--- config.mk ---
export PLATFORM = sky130hd
export DESIGN_NAME = decode_regfile_flat
export DESIGN_NICKNAME = d
export VERILOG_FILES = /design/src/rtl/decode_regfile_if.sv /design/src/rtl/decode_regfile.sv /design/src/flat_wrapper.sv
export SDC_FILE = /design/constraint.sdc
export NUM_CORES = 2
export LEC_CHECK = 0
export BUFFER_PORTS_ARGS = -buffer_cell sky130_fd_sc_hd__buf_2
export CAP_MARGIN = 20
export CORE_UTILIZATION = 59
export CTS_CLUSTER_SIZE = 8
export DETAILED_ROUTE_END_ITERATION = 8
export PLACE_DENSITY = 0.76
export SLEW_MARGIN = 10
export SYNTH_ARGS = -nofsm -noshare
export SYNTH_HDL_FRONTEND = slang
export SYNTH_SLANG_ARGS = --single-unit
--- constraint.sdc ---
create_clock -name clk -period 3.3 [get_ports clk]
set_clock_uncertainty 0.05 [all_clocks]
set_input_delay 0.33 -clock clk [delete_from_list [all_inputs] [get_ports clk]]
set_output_delay 0.33 -clock clk [all_outputs]
set_load 0.05 [all_outputs]
--- src/rtl/decode_regfile_if.sv ---
// Decode/operand-fetch bus: instruction handshake, ALU-facing issue fields and writeback port.
// master drives instructions and writeback; slave is the decode stage.
interface decode_regfile_if #(
    parameter int unsigned XLEN = 32,
    parameter int unsigned RAW  = 5
);
    logic            in_valid;
    logic            in_ready;
    logic [31:0]     instr;
    logic [4:0]      opcode;
    logic [2:0]      funct3;
    logic [6:0]      funct7;
    logic [XLEN-1:0] in1;
    logic [XLEN-1:0] in2;
    logic [RAW-1:0]  rd_out;
    logic            out_valid;
    logic            wb_en;
    logic [RAW-1:0]  wb_rd;
    logic [XLEN-1:0] wb_data;

    modport master (
        output in_valid, instr, wb_en, wb_rd, wb_data,
        input  in_ready, opcode, funct3, funct7, in1, in2, rd_out, out_valid
    );

    modport slave (
        input  in_valid, instr, wb_en, wb_rd, wb_data,
        output in_ready, opcode, funct3, funct7, in1, in2, rd_out, out_valid
    );
endinterface

--- src/rtl/decode_regfile.sv ---
// RV32 decode/operand-fetch stage with register file, writeback port and RAW scoreboard.
// Optional macro DECODE_WB_BYPASS_EN forwards same-cycle writeback data and lifts the stall.
module decode_regfile #(
    parameter int unsigned XLEN = 32,
    parameter int unsigned NREG = 32,
    parameter int unsigned RAW  = 5
) (
    input logic            clk,
    input logic            rst,
    decode_regfile_if.slave bus
);

`ifdef DECODE_WB_BYPASS_EN
    localparam bit Bypass = 1'b1;
`else
    localparam bit Bypass = 1'b0;
`endif

    localparam logic [4:0] OpRType = 5'b01100;

    logic [XLEN-1:0] regs_q [NREG];
    logic [NREG-1:0] pending_q, pending_d;

    logic [4:0]      opcode_q;
    logic [2:0]      funct3_q;
    logic [6:0]      funct7_q;
    logic [XLEN-1:0] in1_q, in2_q;
    logic [RAW-1:0]  rd_q;
    logic            out_valid_q;

    logic [RAW-1:0]  rs1, rs2, rd;
    logic [4:0]      opcode;
    logic            wb_write;
    logic            fwd1, fwd2;
    logic            stall1, stall2;
    logic            accept;
    logic            is_write;
    logic [XLEN-1:0] op1, op2;

    always_comb begin
        rs1      = bus.instr[19:15];
        rs2      = bus.instr[24:20];
        rd       = bus.instr[11:7];
        opcode   = bus.instr[6:2];
        wb_write = bus.wb_en && (bus.wb_rd != '0);

        // Forwarding only ever applies to a nonzero register being written this cycle.
        fwd1     = Bypass && wb_write && (bus.wb_rd == rs1);
        fwd2     = Bypass && wb_write && (bus.wb_rd == rs2);
        stall1   = pending_q[rs1] && !fwd1;
        stall2   = pending_q[rs2] && !fwd2;

        bus.in_ready = !(bus.in_valid && (stall1 || stall2));
        accept       = bus.in_valid && bus.in_ready;
        is_write     = (opcode == OpRType) && (rd != '0);

        // regs_q[0] is never written, so x0 always reads zero.
        op1 = fwd1 ? bus.wb_data : regs_q[rs1];
        op2 = fwd2 ? bus.wb_data : regs_q[rs2];
    end

    // Clear on writeback first so a same-edge set of the same register wins.
    always_comb begin
        pending_d = pending_q;
        if (wb_write) pending_d[bus.wb_rd] = 1'b0;
        if (accept && is_write) pending_d[rd] = 1'b1;
    end

    always_ff @(posedge clk) begin
        if (rst) begin
            for (int i = 0; i < int'(NREG); i++) regs_q[i] <= '0;
        end else if (wb_write) begin
            regs_q[bus.wb_rd] <= bus.wb_data;
        end
    end

    always_ff @(posedge clk) begin
        if (rst) begin
            pending_q   <= '0;
            opcode_q    <= '0;
            funct3_q    <= '0;
            funct7_q    <= '0;
            in1_q       <= '0;
            in2_q       <= '0;
            rd_q        <= '0;
            out_valid_q <= 1'b0;
        end else begin
            pending_q   <= pending_d;
            out_valid_q <= accept;
            if (accept) begin
                opcode_q <= opcode;
                funct3_q <= bus.instr[14:12];
                funct7_q <= bus.instr[31:25];
                in1_q    <= op1;
                in2_q    <= op2;
                rd_q     <= rd;
            end
        end
    end

    assign bus.opcode    = opcode_q;
    assign bus.funct3    = funct3_q;
    assign bus.funct7    = funct7_q;
    assign bus.in1       = in1_q;
    assign bus.in2       = in2_q;
    assign bus.rd_out    = rd_q;
    assign bus.out_valid = out_valid_q;

endmodule
--- src/flat_wrapper.sv ---
// flat-port wrapper written by rule: the top's interface ports become plain ports
module decode_regfile_flat 
#(
    parameter int unsigned XLEN = 32,
    parameter int unsigned NREG = 32,
    parameter int unsigned RAW  = 5
)
  (clk, rst, bus_in_valid, bus_instr, bus_wb_en, bus_wb_rd, bus_wb_data, bus_in_ready, bus_opcode, bus_funct3, bus_funct7, bus_in1, bus_in2, bus_rd_out, bus_out_valid);
  decode_regfile_if #(.XLEN(XLEN), .RAW(RAW)) bus_i ();
  input logic clk;
  input logic rst;
  input wire logic [$bits(bus_i.in_valid)-1:0] bus_in_valid;
  input wire logic [$bits(bus_i.instr)-1:0] bus_instr;
  input wire logic [$bits(bus_i.wb_en)-1:0] bus_wb_en;
  input wire logic [$bits(bus_i.wb_rd)-1:0] bus_wb_rd;
  input wire logic [$bits(bus_i.wb_data)-1:0] bus_wb_data;
  output wire logic [$bits(bus_i.in_ready)-1:0] bus_in_ready;
  output wire logic [$bits(bus_i.opcode)-1:0] bus_opcode;
  output wire logic [$bits(bus_i.funct3)-1:0] bus_funct3;
  output wire logic [$bits(bus_i.funct7)-1:0] bus_funct7;
  output wire logic [$bits(bus_i.in1)-1:0] bus_in1;
  output wire logic [$bits(bus_i.in2)-1:0] bus_in2;
  output wire logic [$bits(bus_i.rd_out)-1:0] bus_rd_out;
  output wire logic [$bits(bus_i.out_valid)-1:0] bus_out_valid;
  assign bus_i.in_valid = bus_in_valid;
  assign bus_i.instr = bus_instr;
  assign bus_i.wb_en = bus_wb_en;
  assign bus_i.wb_rd = bus_wb_rd;
  assign bus_i.wb_data = bus_wb_data;
  assign bus_in_ready = bus_i.in_ready;
  assign bus_opcode = bus_i.opcode;
  assign bus_funct3 = bus_i.funct3;
  assign bus_funct7 = bus_i.funct7;
  assign bus_in1 = bus_i.in1;
  assign bus_in2 = bus_i.in2;
  assign bus_rd_out = bus_i.rd_out;
  assign bus_out_valid = bus_i.out_valid;
  decode_regfile #(.XLEN(XLEN), .NREG(NREG), .RAW(RAW)) u_core (.clk(clk), .rst(rst), .bus(bus_i));
endmodule
-- After elaboration in Yosys (flattened, before gate mapping)
Memories as Yosys holds them, arrays and structs flattened. A register that Yosys moved wholly into a read port is not among the register bits.
Index checks and enable logic that the tools add are counted.
- bits in latches: 0
- memory bits (writable): 1024
- ROM bits: 0
- memories: 1
- bits in registers: 53
- input port bits: 73
- $add $sub $neg: 0
- shift-type cells: 0
- equal/unequal tests: 1
- reductions and logical operators: 12
- multiply operators: 0
- div/mod/pow operators: 0
- order comparisons: 6
- bitwise gates (word level): 3
- multiplexer cells: 18
- memories (memory ; words ; bits a word ; read ports ; clocked after memory_dff ; write ports ; RTL line ; text):
    u_core.regs_q ; 32 ; 32 ; 2 ; 2 ; 32 ; decode_regfile.sv:21 ; logic [XLEN-1:0] regs_q [NREG];
- operators with widths (operator ; count):
    $mux W32 ; 3
    $and A32 B32 Y32 ; 1
    $not A32 Y32 ; 1
    $or A32 B32 Y32 ; 1
    $reduce_or A32 Y1 ; 1
    $lt A5 B6 Y1 const B ; 4
    $bmux W1 S5 ; 2
    $demux W1 S5 ; 2
    $ge A5 B1 Y1 const B ; 2
    $mux W1 ; 10
    $reduce_bool A5 Y1 ; 2
    $logic_and A1 B1 Y1 ; 7
    $eq A5 B4 Y1 const B ; 1
    $mux W5 ; 1
    $logic_not A1 Y1 ; 1
    $logic_or A1 B1 Y1 ; 1

-- Depth between registers and ports, before layout
- word-level depth: 9
- gate-level depth with buffers: 11
- mapped depth without buffers: 6

-- Worst setup path before layout
Ideal clock, no wire load.
- path type: input to output
- from: in bus_instr[20]
- to: out bus_in_ready
- cell stages on the path: 7
- data arrival time: 2.893 ns
- buffers on the path: 3
- required time: 2.920 ns
- setup slack: 0.027 ns
- cell sequence: buf_2 mux4_2 a22oi_1 o2111ai_1 buf_2 buf_1 o21ai_0
- longest elaborated chain between the ends: 5
- ends and longest elaborated chain (element ; RTL line ; text):
    start: declaration ; flat_wrapper.sv:13 ; input wire logic [$bits(bus_i.instr)-1:0] bus_instr;
    $bmux W1 S5 ; decode_regfile.sv:51 ; stall2 = pending_q[rs2] && !fwd2;
    $mux W1 (implied by the code) ; decode_regfile.sv:51 ;
    $logic_or A1 B1 Y1 ; decode_regfile.sv:53 ; bus.in_ready = !(bus.in_valid && (stall1 || stall2));
    $logic_and A1 B1 Y1 ; decode_regfile.sv:53 ;
    $logic_not A1 Y1 ; decode_regfile.sv:53 ;
    end: declaration ; flat_wrapper.sv:17 ; output wire logic [$bits(bus_i.in_ready)-1:0] bus_in_ready;
No other way between the ends. The select of a mux whose other input is x is not followed.

-- Worst setup path after layout
- from: reg u_core.pending_q[10]
- to: out bus_in_ready
- longest elaborated chain between the ends: 5
- elaborated cells on any way between the ends: 7
- ends and longest elaborated chain (element ; RTL line ; text):
    start: declaration ; decode_regfile.sv:22 ; logic [NREG-1:0] pending_q, pending_d;
    start signal: assignment ; decode_regfile.sv:88 ; pending_q <= pending_d;
    $bmux W1 S5, on equally long branches ; decode_regfile.sv:50, decode_regfile.sv:51 ;
    $mux W1, on equally long branches ; decode_regfile.sv:50, decode_regfile.sv:51 ;
    $logic_or A1 B1 Y1 * ; decode_regfile.sv:53 ;
    $logic_and A1 B1 Y1 * ; decode_regfile.sv:53 ;
    $logic_not A1 Y1 * ; decode_regfile.sv:53 ;
Every way passes the cells marked *; elsewhere a longest branch is shown, timed or not. The select of a mux whose other input is x is not followed.

==> metrics.txt <==
# TYPE chip_impl_metric gauge
chip_impl_metric{name="synth_edf_count",unit=""} 1024
chip_impl_info{name="ys_dominant_reg_cell",value="sky130_fd_sc_hd__edfxtp_1"} 1
chip_impl_metric{name="via_per_inst",unit=""} 6.96
chip_impl_metric{name="final_min_period_over_clock_period",unit="%"} 95.6
chip_impl_metric{name="timing.max_cap.violations",unit=""} 0
chip_impl_metric{name="grt.met1_usage",unit="%"} 46.3
chip_impl_info{name="gr-max-usage-layer",value="met2"} 1
chip_impl_info{name="tritoncts",value="built"} 1
chip_impl_metric{name="numPortBuffers",unit=""} 156
chip_impl_metric{name="postSynthAreaPerCell",unit="um2"} 14.8
chip_impl_metric{name="power.ir.vdd_worst",unit="mV"} 0.517
chip_impl_metric{name="start_util",unit="%"} 59.9
chip_impl_info{name="status",value="complete, no violations"} 1
chip_impl_metric{name="fmax",unit="GHz"} 0.317
chip_impl_metric{name="groute.layer.met2.usage",unit="%"} 53.1
chip_impl_metric{name="crit_path_max_fanout",unit=""} 3
chip_impl_metric{name="timing.critical_path.slowest_cell_delay",unit="ns"} 0.49
chip_impl_metric{name="grt_antenna_before_repair",unit=""} 14
chip_impl_metric{name="detailedPlacementHpwl",unit="um"} 104000
chip_impl_metric{name="path_clk_slew",unit="ns"} 0.05
chip_impl_metric{name="cellPowerDensity",unit="nW/um2"} 543
chip_impl_info{name="critical_path.endpoint_type",value="output pin"} 1
chip_impl_metric{name="totalWireLength",unit="um"} 177000
chip_impl_metric{name="cts_sinks",unit=""} 1141
chip_impl_metric{name="setup_viol",unit=""} 0
chip_impl_metric{name="dr_total_vias",unit=""} 38100
chip_impl_metric{name="wl_per_cell",unit="um"} 32.4
chip_impl_metric{name="htree_num_levels",unit=""} 4
chip_impl_info{name="criticalPathCategory",value="flop to output pin"} 1
chip_impl_info{name="hold_path_class",value="input port to flop"} 1
chip_impl_metric{name="synth_area",unit="um2"} 59300
chip_impl_metric{name="global_route_wire_length_before_repair",unit="um"} 253000
chip_impl_metric{name="period_minus_slack",unit="ns"} 3.16
chip_impl_metric{name="drive_gt1_share",unit="%"} 27.2
chip_impl_metric{name="design.core.area",unit="um2"} 99000
chip_impl_metric{name="critPathBufInv",unit=""} 1
chip_impl_metric{name="yosys_warnings",unit=""} 0
chip_impl_metric{name="ios",unit=""} 159
chip_impl_metric{name="antenna_violating_nets_left",unit=""} 0
chip_impl_metric{name="drc",unit=""} 0
chip_impl_info{name="setup.worst_path.start_class",value="flop"} 1
chip_impl_metric{name="synth.yosys.seq_area_share",unit="%"} 55.8
chip_impl_metric{name="floorplan.rows",unit=""} 115
chip_impl_metric{name="initialDrtViolationCount",unit=""} 5458
chip_impl_metric{name="finalNonFillerCells",unit=""} 5476
chip_impl_metric{name="worst_skew_pair.late_latency",unit="ns"} 0.77
chip_impl_metric{name="asyncSetResetFlopFracSynth",unit="%"} 0
chip_impl_metric{name="synthesis.instances",unit=""} 3999
chip_impl_metric{name="finish.net_count",unit=""} 4184
chip_impl_metric{name="met3_usage",unit="%"} 9.69
chip_impl_metric{name="synth-seq-cells",unit=""} 1141
chip_impl_metric{name="worst_slew_pin_slew",unit="ns"} 1.16
chip_impl_metric{name="grt_max_degree",unit=""} 97
chip_impl_metric{name="synth.lib_cells_used.distinct",unit=""} 43
chip_impl_metric{name="dpl.cell_count",unit=""} 5215
chip_impl_info{name="cpLargestDelayFamily",value="multiplexers"} 1
chip_impl_metric{name="slew_headroom",unit="%"} 22.5
chip_impl_metric{name="setup_total_negative_slack",unit="ns"} 0
chip_impl_metric{name="final-max-slew-violation-count",unit=""} 0
chip_impl_metric{name="numCtsBuffers",unit=""} 160
chip_impl_metric{name="grt_remaining_overflow",unit=""} 0
chip_impl_info{name="root_buffer",value="sky130_fd_sc_hd__clkbuf_16"} 1
chip_impl_metric{name="leakage_power_summed_over_all_cells",unit="nW"} 23.8
chip_impl_metric{name="fin_total_pwr",unit="W"} 0.0364
chip_impl_info{name="rsz0062_at_grt",value="no"} 1
chip_impl_metric{name="timing.critical_path.arrival",unit="ns"} 2.78
chip_impl_metric{name="floorplan_die_area",unit="um2"} 102000
chip_impl_metric{name="cp_data_required_time",unit="ns"} 2.92
chip_impl_metric{name="synth_largest_type_area_fraction",unit="%"} 51.8
chip_impl_metric{name="grt_pass1_vias",unit=""} 37800
chip_impl_metric{name="fillers",unit=""} 6527
chip_impl_metric{name="multi_input_area",unit="um2"} 24700
chip_impl_info{name="synth.largest_area_cell",value="sky130_fd_sc_hd__edfxtp_1"} 1
chip_impl_info{name="crit_path_top_delay_cell",value="sky130_fd_sc_hd__mux4_1"} 1
chip_impl_info{name="ys_top_cells_by_area",value="sky130_fd_sc_hd__edfxtp_1 52%, sky130_fd_sc_hd__mux4_2 20%, sky130_fd_sc_hd__and2_1 11%"} 1
chip_impl_metric{name="drt_pass1_iterations",unit=""} 6
chip_impl_metric{name="place_congestion",unit=""} 0.961
chip_impl_info{name="worstPathCellList",value="mux4_1 -> mux4_2 -> nor2_2 -> nor2_1 -> o21ai_1 -> buf_4"} 1
chip_impl_metric{name="ff_latch_area",unit="um2"} 33100
chip_impl_metric{name="groute.usage.overall",unit="%"} 34.9
chip_impl_metric{name="clock_tree.buffer_depth",unit=""} 3
chip_impl_metric{name="flow.area_growth_from_synthesis",unit="%"} 13.0
chip_impl_metric{name="die_w",unit="um"} 319
chip_impl_metric{name="floorplan_die_height",unit="um"} 319
chip_impl_metric{name="hold_viol_final",unit=""} 0
[cells by family after synthesis]
group                  count (synthesis)  share of synthesized area [%]
AND/OR/NAND/NOR                     1299                           13.0
flip-flops                          1141                           55.8
multiplexers                         788                           24.4
buffers and inverters                461                           3.11
AO/OA/AOI/OAI                        309                           3.71
other                                  1                        0.00632
[layout by cell type (no fill, tap or decap), types with 4 or more instances in the layout]
| cell type | instances |
|---|---|
| sky130_fd_sc_hd__nand2_2 | 29 |
| sky130_fd_sc_hd__o21ai_0 | 48 |
| sky130_fd_sc_hd__mux2i_1 | 262 |
| sky130_fd_sc_hd__or3b_2 | 5 |
| sky130_fd_sc_hd__nand3_1 | 91 |
| sky130_fd_sc_hd__conb_1 | 32 |
| sky130_fd_sc_hd__buf_12 | 53 |
| sky130_fd_sc_hd__dfxtp_1 | 117 |
| sky130_fd_sc_hd__nor3_1 | 34 |
| sky130_fd_sc_hd__nor2_2 | 32 |
| sky130_fd_sc_hd__inv_6 | 9 |
| sky130_fd_sc_hd__a31o_2 | 21 |
| sky130_fd_sc_hd__inv_1 | 28 |
| sky130_fd_sc_hd__a21oi_1 | 20 |
| sky130_fd_sc_hd__nand2_1 | 44 |
| sky130_fd_sc_hd__a22oi_1 | 130 |
| sky130_fd_sc_hd__edfxtp_1 | 1024 |
| sky130_fd_sc_hd__nor2b_1 | 5 |
| sky130_fd_sc_hd__buf_8 | 5 |
| sky130_fd_sc_hd__nor2_1 | 11 |
| sky130_fd_sc_hd__a31o_1 | 11 |
| sky130_fd_sc_hd__o22ai_1 | 26 |
| sky130_fd_sc_hd__clkbuf_16 | 163 |
| sky130_fd_sc_hd__dlygate4sd3_1 | 21 |
| sky130_fd_sc_hd__buf_4 | 121 |
| sky130_fd_sc_hd__and2_1 | 994 |
| sky130_fd_sc_hd__o41ai_2 | 5 |
| sky130_fd_sc_hd__diode_2 | 4 |
| sky130_fd_sc_hd__clkbuf_1 | 61 |
| sky130_fd_sc_hd__mux4_2 | 524 |
| sky130_fd_sc_hd__buf_2 | 148 |
| sky130_fd_sc_hd__or3_1 | 29 |
| sky130_fd_sc_hd__o21ai_1 | 4 |
| sky130_fd_sc_hd__nand3b_1 | 6 |
| sky130_fd_sc_hd__o2111ai_1 | 4 |
| sky130_fd_sc_hd__o211ai_1 | 33 |
[metal layers]
layer | part of all wire [%] | up-vias
met5 | 0.081 | -
met4 | 5.3 | 22
met3 | 13 | 528
met2 | 46 | 2824
met1 | 36 | 19200
li1 | - | 15500
[worst reg2reg max path, cell delays in order (launching register included)]
cell	delay (ns)
sky130_fd_sc_hd__dfxtp_1	0.37
sky130_fd_sc_hd__mux4_2	0.25
sky130_fd_sc_hd__nand3_1	0.07
sky130_fd_sc_hd__and4_1	0.28
sky130_fd_sc_hd__o21ai_4	0.90
sky130_fd_sc_hd__buf_4	0.34
sky130_fd_sc_hd__nor3_1	0.07
sky130_fd_sc_hd__a31o_2	0.22
[where the power goes]
group          leakage [nW]  switching (W)  total (W)  internal, W
sequential             10.7       0.000443     0.0170       0.0166
clock                  2.15        0.00603     0.0150      0.00895
combinational          11.0        0.00262    0.00440      0.00178
[timing repair]
item / 4_1_cts / 5_1_grt
setup endpoints to repair: 1 / 0
hold buffers: 21 / 0
buffers inserted: 0 / 0
endpoints found under the hold margin: 22 / 0
resized for setup: 2 / 0
[flip-flops by register name (all words and copies together) (netlist names)]
signal,flops
u_core.bus.funct7,7
u_core.bus.out_valid,1
u_core.pending_q,32
u_core.bus.in1,32
u_core.bus.in2,32
u_core.bus.opcode,5
u_core.regs_q,1024
u_core.bus.funct3,3
u_core.bus.rd_out,5
[through the flow]
step	util [%]	hold slack [ns]	worst slack (ns)	cell area, um2
floorplan	-	0.390	0.0269	59400
global placement	63.0	0.408	0.418	62300
detailed placement	63.0	0.410	0.419	62300
CTS	67.7	0.100	0.0986	67000
global route	67.7	0.130	0.0456	67000
finish	67.7	0.132	0.145	67000
[final cells by class]
class | instances | area share, %
diodes | 4 | 0.0149
clock buffers | 224 | 6.43
clock inverters | 12 | 0.213
inverters | 31 | 0.181
multi-input cells | 2428 | 36.9
flip-flops and latches | 1141 | 49.4
well taps | 1287 | 2.40
repair buffers | 349 | 4.49
[worst paths after layout]
kind / start / slack (ns) / endpoint / depth (start not counted)
worst max-delay path: u_core.pending_q[10] / 0.14 / bus_in_ready / 6
worst min-delay path: bus_wb_data[25] / 0.13 / u_core.regs_q[25][25] / 2
worst max register to register: u_core.pending_q[30] / 0.64 / u_core.bus.in1[7] / 7
worst min register to register: u_core.bus.funct7[6] / 0.42 / u_core.bus.funct7[6] / 2
[synthesized netlist by cell type, drive strengths merged, types with 46 or more instances]
master,instances
edfxtp,1024
nand2,74
a22oi,130
clkbuf,313
mux4,525
o21ai,53
and2,996
nand3,91
buf,117
dfxtp,117
nor2,46
mux2i,262
(Power assumes the default switching activity.)
